<file path="src/rtl/key_event_gen.sv">
// -----------------------------------------------------------------------------
// key_event_gen
// Input conditioning for the bath-heater function buttons. Each raw button is
// synchronised, debounced and turned into clean single-cycle events. A one-hot
// filtered pulse vector is also produced so that the downstream mode FSM only
// ever sees at most one key event per cycle.
//
// Ports
//   clk          : system clock (50 MHz)
//   rst          : synchronous, active-high reset
//   key_in       : raw asynchronous button levels, 1 = pressed
//   key_level    : debounced level per key
//   key_pulse    : one-cycle pulse on each debounced 0->1 transition
//   key_onehot   : key_pulse when exactly one bit was set, else 0 (lags by 1)
//   key_conflict : one-cycle flag, two or more key_pulse bits set together
//   key_long     : one-cycle pulse once a key has been held LONG_CYCLES
// -----------------------------------------------------------------------------
module key_event_gen #(
   parameter int N_KEYS      = 5,
   parameter int DB_CYCLES   = 1000000,
   parameter int DB_W        = 20,
   parameter int LONG_CYCLES = 100000000,
   parameter int LONG_W      = 27
) (
   input  logic              clk,
   input  logic              rst,
   input  logic [N_KEYS-1:0] key_in,
   output logic [N_KEYS-1:0] key_level,
   output logic [N_KEYS-1:0] key_pulse,
   output logic [N_KEYS-1:0] key_onehot,
   output logic              key_conflict,
   output logic [N_KEYS-1:0] key_long
);

   localparam logic [DB_W-1:0]   DB_LAST   = DB_W'(DB_CYCLES - 1);
   localparam logic [LONG_W-1:0] LONG_LAST = LONG_W'(LONG_CYCLES - 1);

   logic [N_KEYS-1:0] w_level;
   logic [N_KEYS-1:0] w_pulse;
   logic [N_KEYS-1:0] w_long;

   genvar gi;
   generate
      for (gi = 0; gi < N_KEYS; gi++) begin : g_key
         logic              r_ff1;
         logic              r_ff2;
         logic [DB_W-1:0]   r_db_cnt;
         logic              r_level;
         logic              r_level_d;
         logic              r_level_d2;
         logic              r_pulse;
         logic [LONG_W-1:0] r_hold;
         logic              r_fired;
         logic              r_long;

         // Two-flop synchroniser followed by a symmetric debounce counter.
         // Any sample that agrees with the current level restarts the count.
         always_ff @(posedge clk) begin
            if (rst) begin
               r_ff1    <= 1'b0;
               r_ff2    <= 1'b0;
               r_db_cnt <= '0;
               r_level  <= 1'b0;
            end else begin
               r_ff1 <= key_in[gi];
               r_ff2 <= r_ff1;
               if (r_ff2 == r_level) begin
                  r_db_cnt <= '0;
               end else if (r_db_cnt == DB_LAST) begin
                  r_level  <= r_ff2;
                  r_db_cnt <= '0;
               end else begin
                  r_db_cnt <= r_db_cnt + DB_W'(1);
               end
            end
         end

         // Rising-edge detect on the debounced level. The second delay stage
         // feeds the hold counter so that key_long lands LONG_CYCLES+1 cycles
         // after key_pulse.
         always_ff @(posedge clk) begin
            if (rst) begin
               r_level_d  <= 1'b0;
               r_level_d2 <= 1'b0;
               r_pulse    <= 1'b0;
            end else begin
               r_level_d  <= r_level;
               r_level_d2 <= r_level_d;
               r_pulse    <= r_level & ~r_level_d;
            end
         end

         // Long-press detector: counts while held, fires once, then freezes
         // until the key is released (level low clears both count and flag).
         always_ff @(posedge clk) begin
            if (rst) begin
               r_hold  <= '0;
               r_fired <= 1'b0;
               r_long  <= 1'b0;
            end else begin
               r_long <= 1'b0;
               if (!r_level_d2) begin
                  r_hold  <= '0;
                  r_fired <= 1'b0;
               end else if (!r_fired) begin
                  if (r_hold == LONG_LAST) begin
                     r_long  <= 1'b1;
                     r_fired <= 1'b1;
                  end else begin
                     r_hold <= r_hold + LONG_W'(1);
                  end
               end
            end
         end

         assign w_level[gi] = r_level;
         assign w_pulse[gi] = r_pulse;
         assign w_long[gi]  = r_long;
      end
   endgenerate

   // Exactly-one test: non-zero and clearing the lowest set bit leaves zero.
   logic w_any;
   logic w_single;
   assign w_any    = |w_pulse;
   assign w_single = w_any && ((w_pulse & (w_pulse - N_KEYS'(1))) == '0);

   logic [N_KEYS-1:0] r_onehot;
   logic              r_conflict;

   always_ff @(posedge clk) begin
      if (rst) begin
         r_onehot   <= '0;
         r_conflict <= 1'b0;
      end else begin
         r_onehot   <= w_single ? w_pulse : '0;
         r_conflict <= w_any && !w_single;
      end
   end

   assign key_level    = w_level;
   assign key_pulse    = w_pulse;
   assign key_onehot   = r_onehot;
   assign key_conflict = r_conflict;
   assign key_long     = w_long;

endmodule
</file>
<file path="config.mk">
export PLATFORM = sky130hd
export DESIGN_NAME = key_event_gen
export DESIGN_NICKNAME = d
export VERILOG_FILES = /design/src/rtl/key_event_gen.sv
export SDC_FILE = /design/constraint.sdc
export NUM_CORES = 1
export LEC_CHECK = 0
export ABC_CLOCK_PERIOD_IN_PS = 3800
export BUFFER_PORTS_ARGS = -buffer_cell sky130_fd_sc_hd__buf_2
export CORE_MARGIN = 2
export CORE_UTILIZATION = 55
export CTS_CLUSTER_SIZE = 14
export DETAILED_ROUTE_END_ITERATION = 16
export PLACE_DENSITY = 0.71
export SYNTH_ARGS = -nofsm -noshare
export SYNTH_HDL_FRONTEND = slang
export SYNTH_SLANG_ARGS = --single-unit
</file>
<file path="constraint.sdc">
create_clock -name clk -period 3.8 [get_ports clk]
set_input_delay 0.19 -clock clk [delete_from_list [all_inputs] [get_ports clk]]
set_output_delay 0.19 -clock clk [all_outputs]
set_load 0.02 [all_outputs]
</file>
=== Word-level counts from Yosys, hierarchy flattened ===
Index checks and enable logic that the tools add are counted.
W data, S select, Z words.

* Flip-flop bits (word level): 281
* Input bits: 7
* Output and inout bits: 21

* Add/sub/neg operators: 11
* Equality and inequality tests: 15
* Multiplexer cells: 10
* Bitwise gates (word level): 32
* Reduce and logical (&&, ||, !) cells: 31

{| class="wikitable"
|+ Operators with widths
! operator !! count
|-
| $add A27 B1 Y27 const B || 5
|-
| $eq A27 B27 Y1 const B || 5
|-
| $add A20 B1 Y20 const B || 5
|-
| $eq A20 B20 Y1 const B || 5
|-
| $reduce_or A3 Y1 || 10
|-
| $not A1 Y1 || 26
|-
| $reduce_and A2 Y1 || 10
|-
| $reduce_or A2 Y1 || 6
|-
| $mux W1 || 10
|-
| $and A1 B1 Y1 || 5
|-
| $and A5 B5 Y5 || 1
|-
| $eq A1 B1 Y1 || 5
|-
| $logic_not A5 Y1 || 1
|-
| $reduce_or A5 Y1 || 1
|-
| $sub A5 B1 Y5 const B || 1
|-
| $logic_and A1 B1 Y1 || 2
|-
| $logic_not A1 Y1 || 1
|}

=== Longest topological paths before layout ===
Gate-level depths: netlist of run 1.

* Depth after elaboration: 6
* Depth in mapped cells: 8

=== Least setup slack after synthesis of run 1 ===
No wires, ideal clock.

* Kind: register -> register
* Start point: register g_key[0].r_hold[0]
* End point: register g_key[0].r_hold[0]
* Setup time: 130 ps
* Arrival: 1936 ps
* Slack: 1734 ps
* Cell stages (with the launch flop): 9
* Path buffers: 2
* Period minus slack after synthesis: 2066 ps
* Path through: dfxtp_1 -> ha_1 -> or4bb_1 -> nor4_2 -> a31o_2 -> buf_6 -> buf_12 -> xor2_2 -> nor2_1

* Word-level cells in the longest chain between the ends: 3
* Elaborated cells between the ends (all ways): 4
* Those cells by class: 1 x add/sub; 1 x eq/ne; 1 x bitwise; 1 x reduce/logical

{| class="wikitable"
|+ Ends and longest elaborated chain
! element !! RTL line !! source
|-
| from (decl) || 52 || <nowiki>logic [LONG_W-1:0] r_hold;</nowiki>
|-
| from (signal assigned) || 110 || <nowiki>r_hold <= r_hold + LONG_W'(1);</nowiki>
|-
| parallel branches: the longest is 3 deep, another holds $add A27 B1 Y27 || - ||
|}

Parallel ways; which one is timed is not known.
A chain may end at the register's enable or synchronous reset.

=== Worst setup path after layout of run 1 ===
* Start point: register g_key[0].r_hold[0]
* End point: register g_key[0].r_hold[6]

The elaborated chain is that of the path after synthesis.

==> summary.txt, run 1 <==
Status: finished, final reports clean
WP data required: 4.20 ns
Worst Setup End Kind: flip-flop
VDD IR max: 0.346 mV
Die Width: 155 um
Reg2reg setup slack: 1.43 ns
Max clock buf depth: 3
Peak fanout along the critical path: 24
Inserted Diodes: 0
Initial antenna violation count: 0
EDFF count, synth: 0
Slew headroom: 25.4%
DRC viols: 0
Routed length per instance: 13.2 um
Vias in the first global route: 8962
Combinational power share: 0.5%
Pins Over Slew Limit: 0
Setup crit start: g_key[0].r_hold[0]
Via count: 9530
Final wirelength: 22600 um
Clk_lat worst skew: 0.54 ns
Worst-path cell chain: ha_1, or4bb_1, nor4_2, a31o_2, or3_2, a21oi_2
Layout cells sized above 1: 9.00%
Initial DRT Pass Iterations: 5
Sw power: 0.00118 W
Fin area: 13700 sq um
Starting density of the core: 55.5%
CTS resizes: 0
CP startpoint kind: flip-flop
Setup TNS: 0 ns
FP Rows: 55
R2r worst-path depth: 6
H-tree levels: 1
Flops & latches, synth: 281
Tot Pwr: 0.00604 W
Global-route wire length before repair: 40200 um
Most frequent cells in the layout: dfxtp_1 (281), nor2_1 (216), nand2_1 (96), xor2_1 (94), nand3_1 (80)
Worst-Margin Slew: 1.12 ns
Primary FF master, synth: dfxtp_1
IO Count: 28
CTS tree: done
Worst Hold Class: in2reg
YS warnings: 0
Internal Power: 0.00486 W
Cells after synthesis: 1407
Clock Root Buffer: clkbuf_16
Largest net degree at the start of global routing: 35
Max Cap Viol: 0
RSZ-0062 raised after global routing: false
Post-DP HPWL: 15000 um
Instance area at placement: 12600 sq um
Final hold vios: 0
Total Die Area: 23900 sq um
Fin crit period: 2.37 ns
Synth unique cells: 72
Clock Power Share: 50.5%
Syn Nets: 1424
Fin util: 61.2%
Synth-to-layout area growth: 10.2%
Critical path's largest stage delay: 0.51 ns
Clk slew on worst S/H paths: 0.06 ns
I/O Buffers: 27
GRT Util Overall: 19.3%
Slowest CP cell: a31o_2
Worst endpoint data arrival time: 2.77 ns
Die height: 155 um
Synth async-reset ratio: 0%
Syn Area/Cell: 8.86 sq um
Total gr overflow: 0
P per Cell Area: 440 nW/um^2
Mapped cell area: 12500 sq um
CTS Buf Count: 30
Filler instances: 1934
Final setup vio count: 0
Sequential area share after synthesis: 45.1%
GPL Wtd Cong: 0.810
CTS sink count: 281
Number of vias per cell: 5.54
Final Net Count: 1428
Commonest non-fill, non-tap cell in the layout: dfxtp_1
Max Freq: 0.423 GHz
Period utilization: 62.3%
Crit Path Class: reg2reg
Sw Ratio: 19.5%
Total core area: 22400 sq um
Worst clock skew: 0.00991 ns
Final ANT Viol Nets: 0
Reg power frac: 49.0%
Hold Slack: 0.150 ns
Worst r2r dst: g_key[0].r_hold[6]
CP endpoint: g_key[0].r_hold[6]
Worst R2R Start: g_key[0].r_hold[0]
Initial DRC Count: 452
Leakage: 4.48 nW
==> sequential cells by signal (all words and copies together), names as in the netlist <==
register,cells
g_key.r_db_cnt,100
g_key.r_ff1,5
g_key.r_ff2,5
g_key.r_fired,5
g_key.r_hold,135
g_key.r_level,5
g_key.r_level_d,5
g_key.r_level_d2,5
g_key.r_long,5
g_key.r_pulse,5
key_conflict,1
key_onehot,5
==> worst max-delay path, delay by kind of cell, from the launching register on <==
family | cells | cell delay, ns
flops | 1 | 0.41
compound gates | 2 | 0.56
simple gates | 3 | 1.01
fa+ha+maj | 1 | 0.23
==> power by group through the flow <==
| stage | Sequential [W] | Clock (W) | Combinational (W) |
|---|---|---|---|
| 2_1_floorplan | 0.00302 | 0 | 0.0000183 |
| 3_5_place_dp | 0.00302 | 0 | 0.0000280 |
| 6_report | 0.00296 | 0.00305 | 0.0000315 |
| 3_3_place_gp | 0.00302 | 0 | 0.0000277 |
| 5_1_grt | 0.00295 | 0.00325 | 0.0000351 |
| 4_1_cts | 0.00296 | 0.00313 | 0.0000320 |
==> metrics by stage <==
stage	std cells	setup slack, ns
2_1_floorplan	1407	1.73
3_3_place_gp	1659	1.54
3_5_place_dp	1659	1.45
4_1_cts	1719	1.44
5_1_grt	1719	1.26
6_report	1719	1.43
==> what timing repair did <==
action,CTS,global route
endpoints found under the hold margin,5,0
setup buffers,0,0
hold buffers,5,0
==> worst min-delay path by stage <==
| stage | start | endpoint | slack [ns] | cells after the start |
|---|---|---|---|---|
| after floorplan | key_in[0] | g_key[0].r_ff1 | 0.32 | 1 |
| after global placement | g_key[1].r_level_d | g_key[1].r_pulse | 0.39 | 1 |
| after detailed placement | g_key[1].r_level_d | g_key[1].r_pulse | 0.40 | 1 |
| after CTS | rst | key_conflict | 0.14 | 3 |
| after global routing | rst | key_conflict | 0.16 | 3 |
| final | rst | key_conflict | 0.15 | 3 |
==> cell families (layout without fill, tap and decap cells) <==
family                     after synthesis  in the layout  share of synthesized area (%)
DFF                                    281            281                           45.1
AOI/OAI and AO/OA                      126            126                           6.53
adders and majority gates               11             11                           1.08
xor gates and xnor gates               173            173                           12.2
buffers and inverters                   88            115                           3.59
muxes                                   10             10                          0.803
and+or+nand+nor                        718            718                           30.6
==> Yosys cell counts (33+ instances only) <==
| cell type | instances | area, sq um |
|---|---|---|
| nor2b_1 | 33 | 206 |
| and3_1 | 33 | 206 |
| dfxtp_1 | 281 | 5630 |
| xor2_1 | 94 | 823 |
| nor3_1 | 34 | 170 |
| nand3_1 | 80 | 400 |
| clkbuf_1 | 33 | 124 |
| o21ai_0 | 38 | 190 |
| nand2_1 | 96 | 360 |
| xnor2_1 | 78 | 683 |
| a21oi_1 | 39 | 195 |
| nand4_1 | 62 | 388 |
| nor2_1 | 216 | 811 |
==> cell type report <==
cell class,instances,area [sq um],share of cell area (%)
Clock buffer,42,887,6.46
Tap cell,285,357,2.60
Timing Repair Buffer,34,200,1.46
Clock inverter,13,179,1.30
Sequential cell,281,5630,41.0
Multi-Input combinational cell,1038,6390,46.5
Inverter,26,97.6,0.711
==> metal layers <==
layer	part of all wire, %	global-route usage, %	wire length [um]
met3	2.9	3.05	653
met4	2.1	5.29	486
met5	0	0	0
met1	50	26.2	11200
met2	45	32.0	10300
(Power assumes the default switching activity.)
==> run 2: changes to the inputs <==
--- a/config.mk
+++ b/config.mk
@@ -5,7 +5,7 @@
 export SDC_FILE = /design/constraint.sdc
 export NUM_CORES = 1
 export LEC_CHECK = 0
-export ABC_CLOCK_PERIOD_IN_PS = 3800
+export ABC_CLOCK_PERIOD_IN_PS = 2300
 export BUFFER_PORTS_ARGS = -buffer_cell sky130_fd_sc_hd__buf_2
 export CORE_MARGIN = 2
 export CORE_UTILIZATION = 55
==> constraint.sdc (replaced) <==
create_clock -name clk -period 2.3 [get_ports clk]
set_input_delay 0.115 -clock clk [delete_from_list [all_inputs] [get_ports clk]]
set_output_delay 0.115 -clock clk [all_outputs]
set_load 0.02 [all_outputs]
==> run 2 against run 1 <==
Cell count up 1.5%; clock skew increased by 0.0040 ns; die area is the same; critical endpoint is now g_key[4].r_hold[8]; clock-buffer cell count grew 2; sequential power up 65%; critical path type unchanged; power is 63% higher; largest power group unchanged; wire length increased by 2.2%.
==> summary.txt, run 2 (synthesis results as in run 1) <==
CTS Buf Count: 30
I/O Buffers: 27
Tot Pwr: 0.00984 W
Slew headroom: 59.9%
Total gr overflow: 0
Slowest CP cell: or4_1
GRT Util Overall: 19.4%
Inserted Diodes: 0
Initial antenna violation count: 0
Status: finished, final reports clean
Layout cells sized above 1: 10.5%
Final Net Count: 1455
Most frequent cells in the layout: dfxtp_1 (280), nor2_1 (216), nand2_1 (96), xor2_1 (94), nand3_1 (80)
CP startpoint kind: flip-flop
Worst Hold Class: in2reg
WP data required: 2.73 ns
GPL Wtd Cong: 0.822
Worst-Margin Slew: 0.596 ns
CTS sink count: 281
Final hold vios: 0
Top flop regs: g_key.r_hold (135), g_key.r_db_cnt (100)
Pins Over Slew Limit: 0
Total Die Area: 23900 sq um
Via count: 9542
Clk_lat worst skew: 0.55 ns
Largest net degree at the start of global routing: 35
Max Freq: 0.478 GHz
Die Width: 155 um
Fin crit period: 2.09 ns
Setup TNS: 0 ns
Setup ws final: 0.209 ns
H-tree levels: 1
Synth-to-layout area growth: 11.6%
Period utilization: 90.9%
Final ANT Viol Nets: 0
Clk slew on worst S/H paths: 0.06 ns
Leakage: 4.58 nW
Crit Path Class: reg2reg
Max Cap Viol: 0
Worst clock skew: 0.0139 ns
Max clock buf depth: 3
Vias in the first global route: 8830
CTS tree: done
Largest register FFs: 135
Starting density of the core: 55.5%
Worst-path cell chain: nand4_1, or4_1, o2111ai_1, or2_2, a21oi_1
Routed length per instance: 13.3 um
P per Cell Area: 707 nW/um^2
Initial DRT Pass Iterations: 5
VDD IR max: 0.712 mV
Final wirelength: 23100 um
Commonest non-fill, non-tap cell in the layout: dfxtp_1
RSZ-0062 raised after global routing: false
Post-DP HPWL: 15500 um
Biggest register: g_key.r_hold
Worst endpoint data arrival time: 2.52 ns
Peak fanout along the critical path: 8
Fin area: 13900 sq um
Instance area at placement: 12800 sq um
Number of vias per cell: 5.47
FP Rows: 55
Total core area: 22400 sq um
Worst Setup End Kind: flip-flop
Critical path's largest stage delay: 0.68 ns
Global-route wire length before repair: 40300 um
Initial DRC Count: 472
Clock Root Buffer: clkbuf_16
Setup WS pre-CTS: 0.228 ns
Final setup vio count: 0
Die height: 155 um
IO Count: 28
DRC viols: 0
==> run 2: through the flow <==
step / std cells / util, % / hold slack (ns)
after floorplan: 1407 / - / 0.243
after global placement: 1686 / 57.2 / 0.326
after detailed placement: 1686 / 57.2 / 0.335
after CTS: 1745 / 62.0 / 0.0963
after global routing: 1745 / 62.0 / 0.120
final: 1745 / 62.0 / 0.108
==> run 2: metal layers <==
metal	track usage (%)	up-vias	share of wire [%]
met3	3.00	36	3.2
li1	-	4962	-
met4	4.50	0	2.0
met1	26.7	4441	49
met5	0	-	0
met2	32.3	103	45
==> run 2: cell type report <==
| type | instances | area (sq um) |
|---|---|---|
| multi-input cells | 1038 | 6390 |
| fillers | 1985 | 8520 |
| clock buffers | 44 | 883 |
| clock inverters | 10 | 144 |
| repair buffers | 61 | 415 |
| inverters | 26 | 97.6 |
| well taps | 285 | 357 |
| flip-flops and latches | 281 | 5630 |
==> run 2: critical path, delay by kind of cell (launching register included) <==
kind | cells | cell delay (ns)
flops | 1 | 0.44
simple gates | 3 | 1.01
compound gates | 2 | 0.53
==> run 2: power by group <==
group          switching [W]  internal [W]  leakage (nW)
clock                0.00191       0.00299         0.496
combinational      0.0000342     0.0000224          1.82
sequential        0.00000572       0.00488          2.27
==> run 2: final timing paths <==
| check | from | endpoint | slack [ns] | cells after the start |
|---|---|---|---|---|
| hold reg to reg | g_key[1].r_level_d | g_key[1].r_pulse | 0.41 | 1 |
| setup reg to reg | g_key[4].r_hold[18] | g_key[4].r_hold[8] | 0.21 | 5 |
| hold / removal | rst | g_key[4].r_level | 0.11 | 3 |
| setup / recovery | g_key[4].r_hold[18] | g_key[4].r_hold[8] | 0.21 | 5 |
==> run 2: timing repair <==
action / CTS / global route
buffers inserted: 0 / 0
setup endpoints to repair: 0 / 3
resized for setup: 0 / 1
hold buffers: 5 / 0
hold endpoints to repair: 5 / 0
==> run 3: changes to the inputs <==
--- a/config.mk
+++ b/config.mk
@@ -8,10 +8,9 @@
 export ABC_CLOCK_PERIOD_IN_PS = 2300
 export BUFFER_PORTS_ARGS = -buffer_cell sky130_fd_sc_hd__buf_2
 export CORE_MARGIN = 2
-export CORE_UTILIZATION = 55
+export CORE_UTILIZATION = 30
 export CTS_CLUSTER_SIZE = 14
 export DETAILED_ROUTE_END_ITERATION = 16
-export PLACE_DENSITY = 0.71
 export SYNTH_ARGS = -nofsm -noshare
 export SYNTH_HDL_FRONTEND = slang
 export SYNTH_SLANG_ARGS = --single-unit
==> run 3 against run 2 <==
Non-clock buffer count grew 4; highest routed layer unchanged; sequential power is essentially flat; wire length grew 3.8%; die area grew 81%; clock power shrank 2%; critical path type unchanged; power shrank 0.98%; fmax shrank 0.78%; cell area grew 2.4%; via count grew 0.73%; largest cell class unchanged; global-route usage shrank 8.3 points; clock skew shrank 0.0025 ns; cell count grew 14%.
==> summary.txt, run 3 (synthesis results as in run 1) <==
Status: finished, final reports clean
Clk_lat worst skew: 0.57 ns
Vias in the first global route: 9023
CTS tree: done
Global-route wire length before repair: 42000 um
CTS Buf Count: 30
Setup ws final: 0.193 ns
Period utilization: 91.6%
P per Cell Area: 684 nW/um^2
Critical path's largest stage delay: 0.50 ns
Worst clock skew: 0.0114 ns
Die height: 208 um
Worst path bufs/invs: 1
Initial DRC Count: 384
Setup bufs post-CTS: 0
Leakage: 4.61 nW
Crit Path Class: reg2reg
VDD IR max: 0.703 mV
Total Die Area: 43200 sq um
Clk slew on worst S/H paths: 0.06 ns
Pins Over Slew Limit: 0
Slew headroom: 53.1%
Max Freq: 0.475 GHz
Hold Slack: 0.286 ns
Total core area: 40900 sq um
CP startpoint kind: flip-flop
Setup WS pre-CTS: 0.197 ns
Number of vias per cell: 4.81
Initial antenna violation count: 0
Via count: 9612
Area of the multi-input gates: 6390 sq um
CTS sink count: 281
Worst Setup End Kind: flip-flop
Worst-Margin Slew: 0.697 ns
Worst-path cell chain: ha_1, or4bb_1, nor4_2, a31o_2, buf_12, o21ai_0, a21oi_1
FP Rows: 74
Filler instances: 4212
Total gr overflow: 0
Worst Hold Class: in2reg
Seq. cell area: 5630 sq um
Routed length per instance: 12.0 um
Top flop regs: g_key.r_hold (135), g_key.r_db_cnt (100)
Final setup vio count: 0
Largest net degree at the start of global routing: 32
IO Count: 28
CTS resizes: 0
Most frequent cells in the layout: dfxtp_1 (281), nor2_1 (216), nand2_1 (96), xor2_1 (94), nand3_1 (80)
Max Cap Viol: 0
I/O Buffers: 27
Starting density of the core: 30.4%
Max clock buf depth: 3
Biggest register: g_key.r_hold
Worst endpoint data arrival time: 2.60 ns
Final Net Count: 1459
Clock Root Buffer: clkbuf_16
H-tree levels: 1
GPL Wtd Cong: 0.789
Post-DP HPWL: 16400 um
Inserted Diodes: 0
Synth-to-layout area growth: 14.3%
GRT Util Overall: 11.1%
# hold bufs at CTS: 7
DRC viols: 0
Largest register FFs: 135
Final hold vios: 0
RSZ-0062 raised after global routing: false
Initial DRT Pass Iterations: 5
Slowest CP cell: or4bb_1
Fin area: 14200 sq um
Commonest non-fill, non-tap cell in the layout: dfxtp_1
Die Width: 208 um
Peak fanout along the critical path: 24
WP data required: 2.79 ns
Cell family with most CP delay: simple AND/OR/NAND/NOR gates
Final ANT Viol Nets: 0
Fin crit period: 2.11 ns
Instance area at placement: 13200 sq um
Setup TNS: 0 ns
Final wirelength: 24000 um
Layout cells sized above 1: 10.9%
-- run 3: worst reg2reg max path, delay by kind of cell (launching register included) --
| family | cells | cell delay (ns) |
|---|---|---|
| AO/OA/AOI/OAI | 3 | 0.46 |
| adder cells (fa/ha/maj) | 1 | 0.23 |
| buffers and inverters | 1 | 0.16 |
| flip-flops | 1 | 0.42 |
| AND/OR/NAND/NOR | 2 | 0.76 |
-- run 3: path summary, 6_finish.rpt --
check                     startpoint                  to  slack, ns  depth (start not counted)
setup / recovery  g_key[0].r_hold[0]  g_key[0].r_hold[5]       0.19                          7
hold / removal             key_in[0]      g_key[0].r_ff1       0.29                          3
setup reg to reg  g_key[0].r_hold[0]  g_key[0].r_hold[5]       0.19                          7
hold reg to reg   g_key[1].r_level_d    g_key[1].r_pulse       0.40                          1
-- run 3: per-layer routing --
layer  GRT usage (%)  part of all wire [%]
met1            14.9                    49
met2            17.7                    44
met3            2.27                   3.7
met4            3.52                   3.0
met5               0                     0
-- run 3: metrics by stage --
stage,power [W],cells,util (%)
CTS,0.00990,1997,34.8
global route,0.0101,1997,34.8
detailed placement,0.00505,1935,32.2
finish,0.00974,1997,34.8
floorplan,0.00502,1407,-
global placement,0.00504,1935,32.2
-- run 3: final cells by class --
class | count | share of cell area [%]
multi-input combinational | 1038 | 44.9
sequential | 281 | 39.5
clock buffer | 41 | 6.20
tap | 532 | 4.68
timing repair buffer | 65 | 3.25
clock inverter | 14 | 0.826
inverter | 26 | 0.685
-- run 3: power breakdown --
part	internal [W]	switching, W	leakage, nW
Combinational	0.0000273	0.0000335	1.85
Clock	0.00279	0.00200	0.499
Sequential	0.00488	0.00000599	2.26
Total	0.00770	0.00204	4.61
